**config.mk**
```make
export PLATFORM = sky130hd
export DESIGN_NAME = bitsum_argmin
export DESIGN_NICKNAME = d
export VERILOG_FILES = /design/src/rtl/bitsum_argmin_pkg.sv /design/src/rtl/bitsum_argmin_min2_update.sv /design/src/rtl/bitsum_argmin.sv
export SDC_FILE = /design/constraint.sdc
export NUM_CORES = 1
export LEC_CHECK = 0
export ABC_AREA = 0
export CAP_MARGIN = 0
export CORE_MARGIN = 4
export CORE_UTILIZATION = 29
export DETAILED_ROUTE_END_ITERATION = 7
export PLACE_DENSITY_LB_ADDON = 0.08
export SKIP_LAST_GASP = 1
export SLEW_MARGIN = 20
export SYNTH_ARGS = -nofsm -noshare
export SYNTH_HDL_FRONTEND = slang
export SYNTH_SLANG_ARGS = --single-unit
```
**constraint.sdc**
```tcl
create_clock -name clk -period 2.5 [get_ports clk]
set_input_delay 0.5 -clock clk [delete_from_list [all_inputs] [get_ports clk]]
set_output_delay 0.5 -clock clk [all_outputs]
set_load 0.1 [all_outputs]
```
**src/rtl/bitsum_argmin_pkg.sv**
```systemverilog
// Shared constants for the correlator argmin stage.
// Default search geometry and mismatch-count width used at instantiation.
// Imported by the argmin top level.
package bitsum_argmin_pkg;

  localparam int SUM_W        = 8;   // width of a bitsum mismatch count
  localparam int SEARCH_POS   = 32;  // candidate offsets per search
  localparam int SEARCH_POS_W = 5;   // index width for SEARCH_POS offsets

endpackage

```
**src/rtl/bitsum_argmin_min2_update.sv**
```systemverilog
// Combinational two-smallest tracker: folds one new value into (best, second).
// Latency 0 (pure combinational); no handshake, caller decides when to commit.
// Strict compares: an equal-to-best value lands in second, keeping the earliest best.
module bitsum_argmin_min2_update #(
  parameter int W = 8
) (
  input  logic [W-1:0] sum_i,
  input  logic [W-1:0] best_i,
  input  logic [W-1:0] second_i,
  output logic [W-1:0] new_best_o,
  output logic [W-1:0] new_second_o,
  output logic         take_best_o
);

  // New minimum demotes the old best to second; otherwise it may only replace second.
  always_comb begin
    new_best_o   = best_i;
    new_second_o = second_i;
    take_best_o  = 1'b0;
    if (sum_i < best_i) begin
      new_best_o   = sum_i;
      new_second_o = best_i;
      take_best_o  = 1'b1;
    end else if (sum_i < second_i) begin
      new_second_o = sum_i;
    end
  end

endmodule

```
**src/rtl/bitsum_argmin.sv**
```systemverilog
// Streaming argmin over NUM_POS mismatch counts: best count, its offset and runner-up.
// Latency: result valid 1 clk after the last sample is accepted.
// Result held stable until res_ready; start aborts any search or pending result.
module bitsum_argmin
  import bitsum_argmin_pkg::*;
#(
  parameter int NUM_POS = SEARCH_POS,
  parameter int POS_W   = SEARCH_POS_W,
  parameter int SUM_W   = bitsum_argmin_pkg::SUM_W
) (
  input  logic             clk,
  input  logic             resetn,
  input  logic             start,
  input  logic             sum_valid,
  input  logic [SUM_W-1:0] sum,
  output logic             busy,
  output logic             res_valid,
  input  logic             res_ready,
  output logic [SUM_W-1:0] best_sum,
  output logic [POS_W-1:0] best_pos,
  output logic [SUM_W-1:0] second_sum,
  output logic             overrun
);

  typedef enum logic [1:0] {
    ST_IDLE   = 2'd0,
    ST_ACCUM  = 2'd1,
    ST_RESULT = 2'd2
  } state_t;

  localparam logic [POS_W-1:0] LAST_POS = POS_W'(NUM_POS - 1);

  state_t           state_q;
  logic [POS_W-1:0] cnt_q;
  logic [SUM_W-1:0] best_q;
  logic [SUM_W-1:0] second_q;
  logic [POS_W-1:0] pos_q;
  logic             busy_q;
  logic             res_valid_q;
  logic             overrun_q;

  logic [SUM_W-1:0] best_d;
  logic [SUM_W-1:0] second_d;
  logic             take_best_d;

  bitsum_argmin_min2_update #(
    .W(SUM_W)
  ) u_min2 (
    .sum_i       (sum),
    .best_i      (best_q),
    .second_i    (second_q),
    .new_best_o  (best_d),
    .new_second_o(second_d),
    .take_best_o (take_best_d)
  );

  // Search control; start overrides every other input on the same edge.
  always_ff @(posedge clk or negedge resetn) begin
    if (!resetn) begin
      state_q     <= ST_IDLE;
      cnt_q       <= '0;
      best_q      <= '1;
      second_q    <= '1;
      pos_q       <= '0;
      busy_q      <= 1'b0;
      res_valid_q <= 1'b0;
      overrun_q   <= 1'b0;
    end else if (start) begin
      state_q     <= ST_ACCUM;
      cnt_q       <= '0;
      best_q      <= '1;
      second_q    <= '1;
      pos_q       <= '0;
      busy_q      <= 1'b1;
      res_valid_q <= 1'b0;
      overrun_q   <= 1'b0;
    end else begin
      case (state_q)
        ST_IDLE: begin
          if (sum_valid) overrun_q <= 1'b1;
        end
        ST_ACCUM: begin
          if (sum_valid) begin
            best_q   <= best_d;
            second_q <= second_d;
            if (take_best_d) pos_q <= cnt_q;
            // Leaving on the last offset keeps the counter from ever wrapping.
            if (cnt_q == LAST_POS) begin
              state_q     <= ST_RESULT;
              busy_q      <= 1'b0;
              res_valid_q <= 1'b1;
            end else begin
              cnt_q <= cnt_q + POS_W'(1);
            end
          end
        end
        ST_RESULT: begin
          if (sum_valid) overrun_q <= 1'b1;
          if (res_ready) begin
            state_q     <= ST_IDLE;
            res_valid_q <= 1'b0;
          end
        end
        default: begin
          state_q     <= ST_IDLE;
          busy_q      <= 1'b0;
          res_valid_q <= 1'b0;
        end
      endcase
    end
  end

  assign busy       = busy_q;
  assign res_valid  = res_valid_q;
  assign best_sum   = best_q;
  assign best_pos   = pos_q;
  assign second_sum = second_q;
  assign overrun    = overrun_q;

endmodule

```
# Word-level counts from Yosys, hierarchy flattened

Cells that the tools add are included.

Output and inout port bits: 24
Bits in registers: 31
Word-level logic and storage cells: 70
Input bits: 13

Add/sub/neg operators: 1
Magnitude comparators: 2
Mux-type cells: 35
Reductions and logical operators: 15
Eq/ne operators: 9

Operators by type and width:

| operator                                                                 | count |
|---|---|
| 8-bit 2-to-1 mux                                                         | 9 |
| 5-bit 2-to-1 mux                                                         | 8 |
| 8-bit less-than comparator                                               | 2 |
| 3-bit AND reduction                                                      | 5 |
| 1-bit 2-to-1 mux                                                         | 11 |
| 2-bit nonzero test                                                       | 5 |
| 3-bit inequality test (second input constant)                            | 3 |
| 2-bit 2-to-1 mux                                                         | 4 |
| 2-bit case mux with 3 select lines                                       | 1 |
| 5-bit by 1-bit adder with 5-bit output (second input constant)           | 1 |
| 5-bit equality test (second input constant)                              | 1 |
| 2-bit inequality test (second input constant)                            | 2 |
| 4-bit AND reduction                                                      | 1 |
| 1-bit case mux with 3 select lines                                       | 1 |
| 3-bit nonzero test                                                       | 1 |
| 2-bit by 1-bit equality test with 1-bit output (second input constant)   | 1 |
| 2-bit equality test (second input constant)                              | 1 |
| 2-bit zero test                                                          | 1 |
| 2-bit by 1-bit inequality test with 1-bit output (second input constant) | 1 |
| 1-bit case mux with 2 select lines                                       | 1 |
| 2-bit AND reduction                                                      | 1 |
| 2-bit OR reduction                                                       | 1 |

# Logic depth before layout (Yosys ltp)

Gate-level depths: netlist (run 1).

Depth after elaboration: 6
Mapped depth: 8
Gate-level depth less buffers: 7

# By module

A second synthesis (run 1) with hierarchy kept.

Cells, all modules: 188
Area total of the unflattened synthesis: 2018.2 um^2

Modules (own cells, without submodules):

| module                    | area an instance (um^2) | times used | cells an instance |
|---|---|---|---|
| bitsum_argmin             | 1333.8                  | 1          | 116 |
| bitsum_argmin_min2_update | 684.4                   | 1          | 72 |

# Worst setup path before layout (run 1)

Ideal clock, no wire load.

Path type: register to register
Start point: register best_q[6] (netlist: best_sum[6])
End point: register second_q[0] (netlist: second_sum[0])
Setup slack: -0.175 ns
Arrival time: 2.570 ns
Path buffers: 1
Cell stages (with the launch flop): 9
Period minus slack after synthesis: 2.675 ns
Data required time: 2.395 ns
Cells stage by stage: dfstp_2 > inv_1 > ha_1 > a21o_1 > a221o_1 > a21oi_2 > and4b_1 > buf_6 > a222oi_1

Cells in the longest elaborated chain, start to end: 5
Elaborated cells between the ends (all ways): 7
Classes of those cells: order compare: 1; mux: 4; reduce/logical: 2

RTL lines:

| element                      | line                            | source |
|---|---|---|
| start, declared              | bitsum_argmin.sv:35             | `logic [SUM_W-1:0] best_q;` |
| start signal, assigned       | bitsum_argmin.sv:84             | `best_q <= best_d;` |
| 8-bit less-than comparator * | bitsum_argmin_min2_update.sv:20 | `if (sum_i < best_i) begin` |
| 8-bit 2-to-1 mux             | bitsum_argmin_min2_update.sv:20 |  |
| 8-bit 2-to-1 mux             | bitsum_argmin.sv:83             | `if (sum_valid) begin` |
| 8-bit 2-to-1 mux             | bitsum_argmin.sv:78             | `case (state_q)` |
| 8-bit 2-to-1 mux             | bitsum_argmin.sv:68             | `end else if (start) begin` |
| end signal, assigned         | bitsum_argmin.sv:85             | `second_q <= second_d;` |
| end, declared                | bitsum_argmin.sv:36             | `logic [SUM_W-1:0] second_q;` |

Mark *: on every way between the ends. The rest lies on a longest branch, timed or not. The select of a mux whose other input is x is not followed.
A chain may end at the register's enable or synchronous reset.

# Worst setup path in the final report (run 1)

Start point: input port sum[6]
End point: register second_q[4] (netlist: second_sum[4])

Cells in the longest elaborated chain, start to end: 5
Elaborated cells between the ends (all ways): 8
Classes of those cells: order compare: 2; mux: 4; reduce/logical: 2

RTL lines:

| element                    | line                            | source |
|---|---|---|
| start, declared            | bitsum_argmin.sv:15             | `input logic [SUM_W-1:0] sum,` |
| 8-bit less-than comparator | bitsum_argmin_min2_update.sv:20 |  |
| 8-bit 2-to-1 mux           | bitsum_argmin_min2_update.sv:20 |  |
| 8-bit 2-to-1 mux           | bitsum_argmin.sv:83             |  |
| 8-bit 2-to-1 mux           | bitsum_argmin.sv:78             |  |
| 8-bit 2-to-1 mux           | bitsum_argmin.sv:68             |  |

Parallel ways exist; a longest one is shown, timed or not. The select of a mux whose other input is x is not followed.

==> results of run 1 <==
==> routing by layer <==
metal	share of wire (%)	up-vias	track usage, %
met5	0	-	0
met4	1.2	0	5.556
met3	4.6	6	3.435
met2	52	41	23.10
met1	42	698	13.19
li1	-	685	-
==> registers in the layout (all words and copies together), names as in the netlist <==
register and cells:
overrun 1, cnt_q 5, second_sum 8, best_sum 8, state_q 2, best_pos 5, busy 1
==> final timing paths <==
| check | end | cells after the start | slack, ps |
|---|---|---|---|
| worst min register to register | busy$_DFFE_PN0P_ | 1 | 480 |
| worst max-delay path | second_sum[4]$_DFFE_PN1P_ | 8 | 0.03 |
| min in group asynchronous | busy$_DFFE_PN0P_ | 2 | 610 |
| max in group asynchronous | second_sum[5]$_DFFE_PN1P_ | 2 | 1570 |
| worst min-delay path | busy$_DFFE_PN0P_ | 1 | 480 |
| worst max register to register | second_sum[4]$_DFFE_PN1P_ | 8 | 40 |
==> synth_stat cells (all sizes together), types with 2 or more instances <==
cell type  instances
nor2              15
a211o              3
o21ai              4
ha                16
and3               3
nor3b              2
a211oi             2
a21oi              6
nand2             11
xor2               2
nand4              2
inv               26
o211ai             9
a21o               3
a222oi             8
dfstp             16
dfrtp             14
mux2i              5
buf                4
==> stage by stage <==
step	power, mW	worst slack [ps]
6_report	1.472	0.03353
5_1_grt	1.543	-29.48
4_1_cts	1.474	22.65
3_5_place_dp	1.055	-268.9
3_3_place_gp	1.053	-286.2
2_1_floorplan	0.9109	4.467
==> kinds of logic (layout without fill, tap and decap cells) <==
kind of cell	count (synthesis)	in the layout
and+or+nand+nor	38	38
DFF	30	30
muxes	5	5
xor gates and xnor gates	3	3
AOI/OAI and AO/OA	38	38
adders and majority gates	16	16
buffers and inverters	31	90
==> power breakdown <==
part | leakage, nW | switching [mW] | internal [mW]
Combinational | 0.793 | 0.346 | 0.156
Sequential | 0.352 | 0.0199 | 0.539
Clock | 0.0472 | 0.190 | 0.221
Total | 1.19 | 0.556 | 0.916
==> area by class of cell <==
type                            count  share of cell area (%)
Multi-Input combinational cell    100                   35.03
Timing Repair Buffer               56                   19.40
Clock inverter                      2                  0.5316
Sequential cell                    30                   33.55
Clock buffer                        6                   3.509
Tap cell                           72                   3.828
Inverter                           26                   4.147
==> worst register-to-register path, cell delays in order, from the launching register on <==
cell and delay [ps]:
dfstp_4 620, inv_2 50, ha_4 230, a21o_2 200, a221o_1 370, a211oi_4 260, a311oi_2 80, buf_4 190
a222oi_1 350
==> repair_timing <==
item,CTS,global route
endpoints found under the setup margin,0,11
resized for setup,0,8
hold buffers,0,0
==> impl_metrics.ini, run 1 <==
[timing]
finalHoldViolations = 0
fin_setup_tns_ps = 0
skew_ps = 6.993
rsz0062_at_grt = true
fmax_mhz = 400.0
worstMarginPinSlew_ps = 379.1
relSlewSlack_pct = 74.73
layout_min_cycle_time_ps = 2500
finalMaxSlewViolations = 0
setup_viol = 0
worst_hold_slack_ps = 485.0
finalCritPeriodShare_pct = 100.0

[setup_path]
critical_path.cell_chain = clkdlybuf4s50_1, ha_4, a21o_1, a221o_1, a211oi_4, a311oi_2, buf_4, a222oi_1
r2r-start = best_sum[4]$_DFFE_PN1P_
crit_family = compound AO/OA/AOI/OAI gates
required_ps = 2670
setup.worst_path.end_class = register
cp_num_buf_inv = 2
critical-path-max-stage-delay_ps = 520
crit_fanout = 5
start_kind = input port
critPathLaunch = sum[6]
critPathKind = in2reg
critical-path-slowest-cell = clkdlybuf4s50_1
critPathArrivalTime_ps = 2670

[grt]
track_usage_pct = 12.53
grt_overflow = 0
grt_max_degree = 31
grt_pass1_wl_mm = 7.065
grt_antenna_before_repair = 0
grt_pass1_vias = 1496

[floorplanning]
die_h_um = 84.24
rows = 27
chipWidth_um = 84.24
dieArea_mm2 = 0.007096
core_mm2 = 0.005574
boundaryPins = 37
start_util_pct = 30.24

[routing]
post-route-drc-count = 0
wl_per_cell_um = 14.91
drt_first_pass_iters = 5
via_count = 1430
wl_mm = 4.354
ant_nets = 0
first_iter_violations = 74
vias_per_cell = 4.897

[logic_synthesis]
synth-simple-area-share_pct = 10.99
synth_top_family_by_area = compound AO/OA/AOI/OAI gates
syn_area_mm2 = 0.001685
yosysTopAreaCell = dfstp_2
syn_inst = 161
synth_top_area_share_pct = 24.94
synth_edf_count = 0
synthAdderAreaFrac_pct = 11.88
synth_seq_cells = 30
synth_cell_types = 38
synth-compound-area-share_pct = 18.78
async_flop_share_pct = 100.0
syn_nets = 190
synth_ff_type = dfstp_2
synth-xor-area-share_pct = 1.559
seq_area_frac_synth_pct = 45.73
syn_avg_cell_area_um2 = 10.47
yosysWarningCount = 0
synth.mux.area_fraction_pct = 2.970
ys_top_cells_by_area = dfstp_2 25%, dfrtp_1 21%, ha_1 12%

[layout]
final_common_cell = buf_4
final_cell_mix = 43 x buf_4, 23 x inv_1, 15 x nor2_1
fin_util_pct = 42.22
register_area_um2 = 789.5
drive_above_1_share_pct = 38.18
nNetsFinal = 248
multi_input_area_um2 = 824.5
syn_to_final_growth_pct = 39.64
final_cell_area_mm2 = 0.002354
antenna_cells = 0
fillers = 567
final-instance-count-excl-fill = 292

[flow_run]
cap_violations = 0

[place]
dpl.hpwl_mm = 3.256
gp_congestion = 0.8207
dpl_cell_area_mm2 = 0.002206
io_buffers = 36
dpl.cell_count = 284

[worst_hold_path]
min-delay-path-class = reg2reg
min_from = busy$_DFFE_PN0P_

[clock_tree]
tritoncts = yes
clk_pin_slew_ps = 70
cts.path.max_buffers = 2
cts_setup_buffers = 0
cts.htree.levels = 2
cts_root_buf = clkbuf_8
cts_made_buffers = 5
cts_sinks = 30
clk_latency_ps = 280

[power_and_ir_drop]
pwr_density_cell_mw_per_mm2 = 625.3
cellLeakagePower_nw = 1.193
irDropWorstVdd_mv = 0.3385

[status]
status = finished, final reports clean
No activity file was read; power rests on OpenSTA's default activity.
==> run 2, diff against run 1 <==
Settings changed: CORE_UTILIZATION 29 to 50, SETUP_SLACK_MARGIN set to 0.02.
==> impl_metrics.ini, run 2 (synthesis gave the netlist of run 1 again) <==
[layout]
nNetsFinal = 245
drive_above_1_share_pct = 36.41
register_area_um2 = 789.5
final_common_cell = buf_4
fillers = 243
fin_util_pct = 71.76
final-instance-count-excl-fill = 261
syn_to_final_growth_pct = 33.18
final_cell_mix = 41 x buf_4, 23 x inv_1, 15 x nor2_1
multi_input_area_um2 = 822.0
antenna_cells = 0

[power_and_ir_drop]
sw_frac_of_total_pct = 40.06
pwr_density_cell_mw_per_mm2 = 585.3
irDropWorstVdd_mv = 0.3150
p_int_mw = 0.7876
p_sw_mw = 0.5263
totalPowerFinal_mw = 1.314
seq_power_share_pct = 42.4
cellLeakagePower_nw = 1.160
power_frac_comb_pct = 36.9
clockPowerShare_pct = 20.8

[grt]
grt_max_degree = 31
grt_antenna_before_repair = 0
grt_overflow = 0
track_usage_pct = 19.86
grt_pass1_wl_mm = 6.486
grt_pass1_vias = 1403

[worst_hold_path]
min-delay-path-class = reg2reg

[timing]
layout_min_cycle_time_ps = 2413
finalMaxSlewViolations = 0
rsz0062_at_grt = true
setup_viol = 0
relSlewSlack_pct = 74.58
fin_setup_tns_ps = 0
worstMarginPinSlew_ps = 381.2
finalHoldViolations = 0
finalCritPeriodShare_pct = 96.51
fmax_mhz = 414.5
skew_ps = 6.745

[floorplanning]
start_util_pct = 53.88
boundaryPins = 37
rows = 20
die_h_um = 66.06
dieArea_mm2 = 0.004364
core_mm2 = 0.003128
chipWidth_um = 66.06

[setup_path]
critPathArrivalTime_ps = 2670
required_ps = 2760
setup.worst_path.end_class = register
start_kind = input port
critical-path-slowest-cell = clkdlybuf4s50_1
crit_fanout = 21
critPathKind = in2reg
critical-path-max-stage-delay_ps = 530
critical_path.cell_chain = clkdlybuf4s50_1, ha_4, a21o_1, a221o_1, a211oi_4, buf_4, nor2_1, a211o_1
ff2ff_setup_slack_ps = 100

[clock_tree]
cts_root_buf = clkbuf_4
tritoncts = yes
cts.path.max_buffers = 2
cts_setup_buffers = 0
cts.htree.levels = 2
cts_sinks = 30
clk_latency_ps = 330
clk_pin_slew_ps = 90
cts_hold_buffers = 0
cts_made_buffers = 5

[routing]
wl_mm = 3.892
drt_first_pass_iters = 5
vias_per_cell = 5.349
via_count = 1396
first_iter_violations = 75
post-route-drc-count = 0
wl_per_cell_um = 14.91
ant_nets = 0

[place]
io_buffers = 36
dpl.hpwl_mm = 2.827
dpl.cell_count = 253
gp_congestion = 0.8068

[flow_run]
cap_violations = 0

[status]
status = finished, final reports clean
## run 2: cell types whose count changed in the layout (fill, tap and decap cells not counted), sizes merged
| cell | change |
|---|---|
| buf | -3 |
| clkinv | +1 |
| clkinvlp | -1 |
## run 2: power by group through the flow
stage	Combinational, mW	Clock (mW)	Sequential, mW
final	0.484	0.273	0.557
after global routing	0.513	0.315	0.562
after CTS	0.483	0.288	0.557
after detailed placement	0.480	0	0.566
after global placement	0.474	0	0.564
after floorplan	0.149	0	0.768
## run 2: worst max-delay path, delay by kind of cell
family	cells	cell delay [ps]
AOI/OAI and AO/OA	4	1020
adders and majority gates	1	230
buffers and inverters	2	850
and+or+nand+nor	1	70
## run 2: final timing paths
kind                                      endpoint                    start  cells past startpoint
max reg2reg                best_sum[7]$_DFFE_PN1P_  best_sum[5]$_DFFE_PN1P_                      8
max in group asynchronous  best_sum[6]$_DFFE_PN1P_                   resetn                      2
max                        best_sum[7]$_DFFE_PN1P_                   sum[6]                      8
min reg2reg                       busy$_DFFE_PN0P_         busy$_DFFE_PN0P_                      1
min                               busy$_DFFE_PN0P_         busy$_DFFE_PN0P_                      1
min in group asynchronous   state_q[0]$_DFFE_PN0P_                   resetn                      2
## run 2: final cells by class
type                       count  share of cell area, %
multi-input combinational    100                  36.62
clock buffer                   6                  1.839
inverter                      26                  4.348
timing repair buffer          53                  19.18
sequential                    30                  35.17
clock inverter                 2                 0.3902
tap                           44                  2.453
## run 2: per-layer routing
layer / wire length (µm) / share of wire, % / GRT usage (%)
met5: 0 / 0 / 0
met2: 2011 / 52 / 34.67
met4: 34 / 0.87 / 6.345
met3: 192 / 4.9 / 6.293
met1: 1653 / 42 / 23.02
## run 2: per-stage QoR
| stage | setup slack [ps] | cell area [µm²] | hold slack [ps] |
|---|---|---|---|
| detailed placement | -265.1 | 2186 | 471.2 |
| global placement | -229.5 | 2186 | 465.7 |
| floorplan | 23.86 | 1742 | 204.4 |
| CTS | 71.95 | 2236 | 498.0 |
| finish | 87.25 | 2245 | 502.6 |
| global route | -4.869 | 2245 | 542.4 |
## run 2: repair_timing
action / in CTS / in global routing
setup endpoints to repair: 0 / 13
endpoints found under the hold margin: 0 / 0
gates resized for setup: 0 / 3
==> run 3, diff against run 2 <==
Settings changed: SKIP_LAST_GASP 1 to not set.
==> impl_metrics.ini, run 3 (synthesis gave the netlist of run 1 again) <==
[setup_path]
ff2ff_path_depth = 8
setup.worst_path.end_class = register
r2r_end = second_sum[7]$_DFFE_PN1P_
start_kind = input port
crit_fanout = 4
critPathKind = in2reg
critPathArrivalTime_ps = 2660
critPathLaunch = sum[6]
required_ps = 2720
endpoint = second_sum[7]$_DFFE_PN1P_
ff2ff_setup_slack_ps = 80
r2r-start = best_sum[4]$_DFFE_PN1P_

[power_and_ir_drop]
totalPowerFinal_mw = 1.321
irDropWorstVdd_mv = 0.3152
cellLeakagePower_nw = 1.161
pwr_density_cell_mw_per_mm2 = 583.6

[layout]
syn_to_final_growth_pct = 34.30
final_cell_mix = 40 x buf_4, 23 x inv_1, 15 x nor2_1
multi_input_area_um2 = 834.6
drive_above_1_share_pct = 36.87
register_area_um2 = 789.5
fillers = 235
antenna_cells = 0
nNetsFinal = 245
final_common_cell = buf_4

[floorplanning]
dieArea_mm2 = 0.004364
rows = 20
die_h_um = 66.06
boundaryPins = 37
start_util_pct = 53.88
chipWidth_um = 66.06
core_mm2 = 0.003128

[routing]
first_iter_violations = 103
drt_first_pass_iters = 5
ant_nets = 0
post-route-drc-count = 0
wl_mm = 3.895
wl_per_cell_um = 14.92
vias_per_cell = 5.310
via_count = 1386

[clock_tree]
cts_sinks = 30
tritoncts = yes
cts.path.max_buffers = 2
cts_root_buf = clkbuf_4
cts.htree.levels = 2
cts_made_buffers = 5
cts_hold_buffers = 0
cts_setup_buffers = 0
clk_pin_slew_ps = 90
clk_latency_ps = 330

[timing]
setup_viol = 0
finalHoldViolations = 0
rsz0062_at_grt = true
worst_hold_slack_ps = 502.6
worstMarginPinSlew_ps = 382.3
relSlewSlack_pct = 74.51
skew_ps = 7.370
finalCritPeriodShare_pct = 97.66
finalMaxSlewViolations = 0
fmax_mhz = 409.6
layout_min_cycle_time_ps = 2441

[grt]
met2_usage_pct = 34.67
grt_util_met3_pct = 6.293
grt_pass1_vias = 1403
grt_antenna_before_repair = 0
track_usage_pct = 19.86
grt_max_degree = 31
grt_overflow = 0
grt_pass1_wl_mm = 6.486
use_met1_pct = 23.02
grt.busiest_layer = met2

[status]
status = finished, final reports clean

[place]
gp_congestion = 0.8068
dpl.hpwl_mm = 2.827
io_buffers = 36

[flow_run]
cap_violations = 0

[worst_hold_path]
min-delay-path-class = reg2reg
## run 3: critical path: stages
cell and delay (ps):
clkdlybuf4s50_1 530, ha_4 230, a21o_1 180, a221o_1 370
a211oi_4 210, a311oi_2 90, buf_4 180, a222oi_1 360
## run 3: area by class of cell
cell class              instances  area share [%]
repair buffers                 53           19.18
clock buffers                   6           1.824
clock inverters                 2          0.3870
well taps                      44           2.432
flip-flops and latches         30           34.88
inverters                      26           4.422
multi-input cells             100           36.87
## run 3: stage by stage
stage | instances | worst slack (ps) | instance area [µm²] | utilization, % | setup TNS (ps)
final | 261 | 58.58 | 2263 | 72.36 | 0
after global routing | 261 | -10.16 | 2263 | 72.36 | -15.61
after CTS | 261 | 71.95 | 2236 | 71.48 | 0
after detailed placement | 253 | -265.1 | 2186 | 69.88 | -3933
after global placement | 253 | -229.5 | 2186 | 69.88 | -3203
after floorplan | 161 | 23.86 | 1742 | - | 0
## run 3: report_power, final
group          total (mW)  internal (mW)  switching, mW
Clock               0.275          0.105          0.169
Sequential          0.557          0.538         0.0189
Combinational       0.489          0.147          0.342
## run 3: repair_timing
item | 4_1_cts | 5_1_grt
setup endpoints to repair | 0 | 13
gates resized for setup | 0 | 6
hold endpoints to repair | 0 | 0
## run 3: routing by layer
layer	vias up	share of wire, %
met3	5	5.1
met5	-	0
met1	672	44
li1	681	-
met2	28	51
met4	0	0.87
## run 3: how the worst min path moves through the flow
stage	from	end	slack (ps)	cells past startpoint
3_3_place_gp	busy$_DFFE_PN0P_	busy$_DFFE_PN0P_	470	1
2_1_floorplan	resetn	best_pos[0]$_DFFE_PN0P_	200	0
3_5_place_dp	busy$_DFFE_PN0P_	busy$_DFFE_PN0P_	470	1
6_report	busy$_DFFE_PN0P_	busy$_DFFE_PN0P_	500	1
5_1_grt	busy$_DFFE_PN0P_	busy$_DFFE_PN0P_	540	1
4_1_cts	busy$_DFFE_PN0P_	busy$_DFFE_PN0P_	500	1
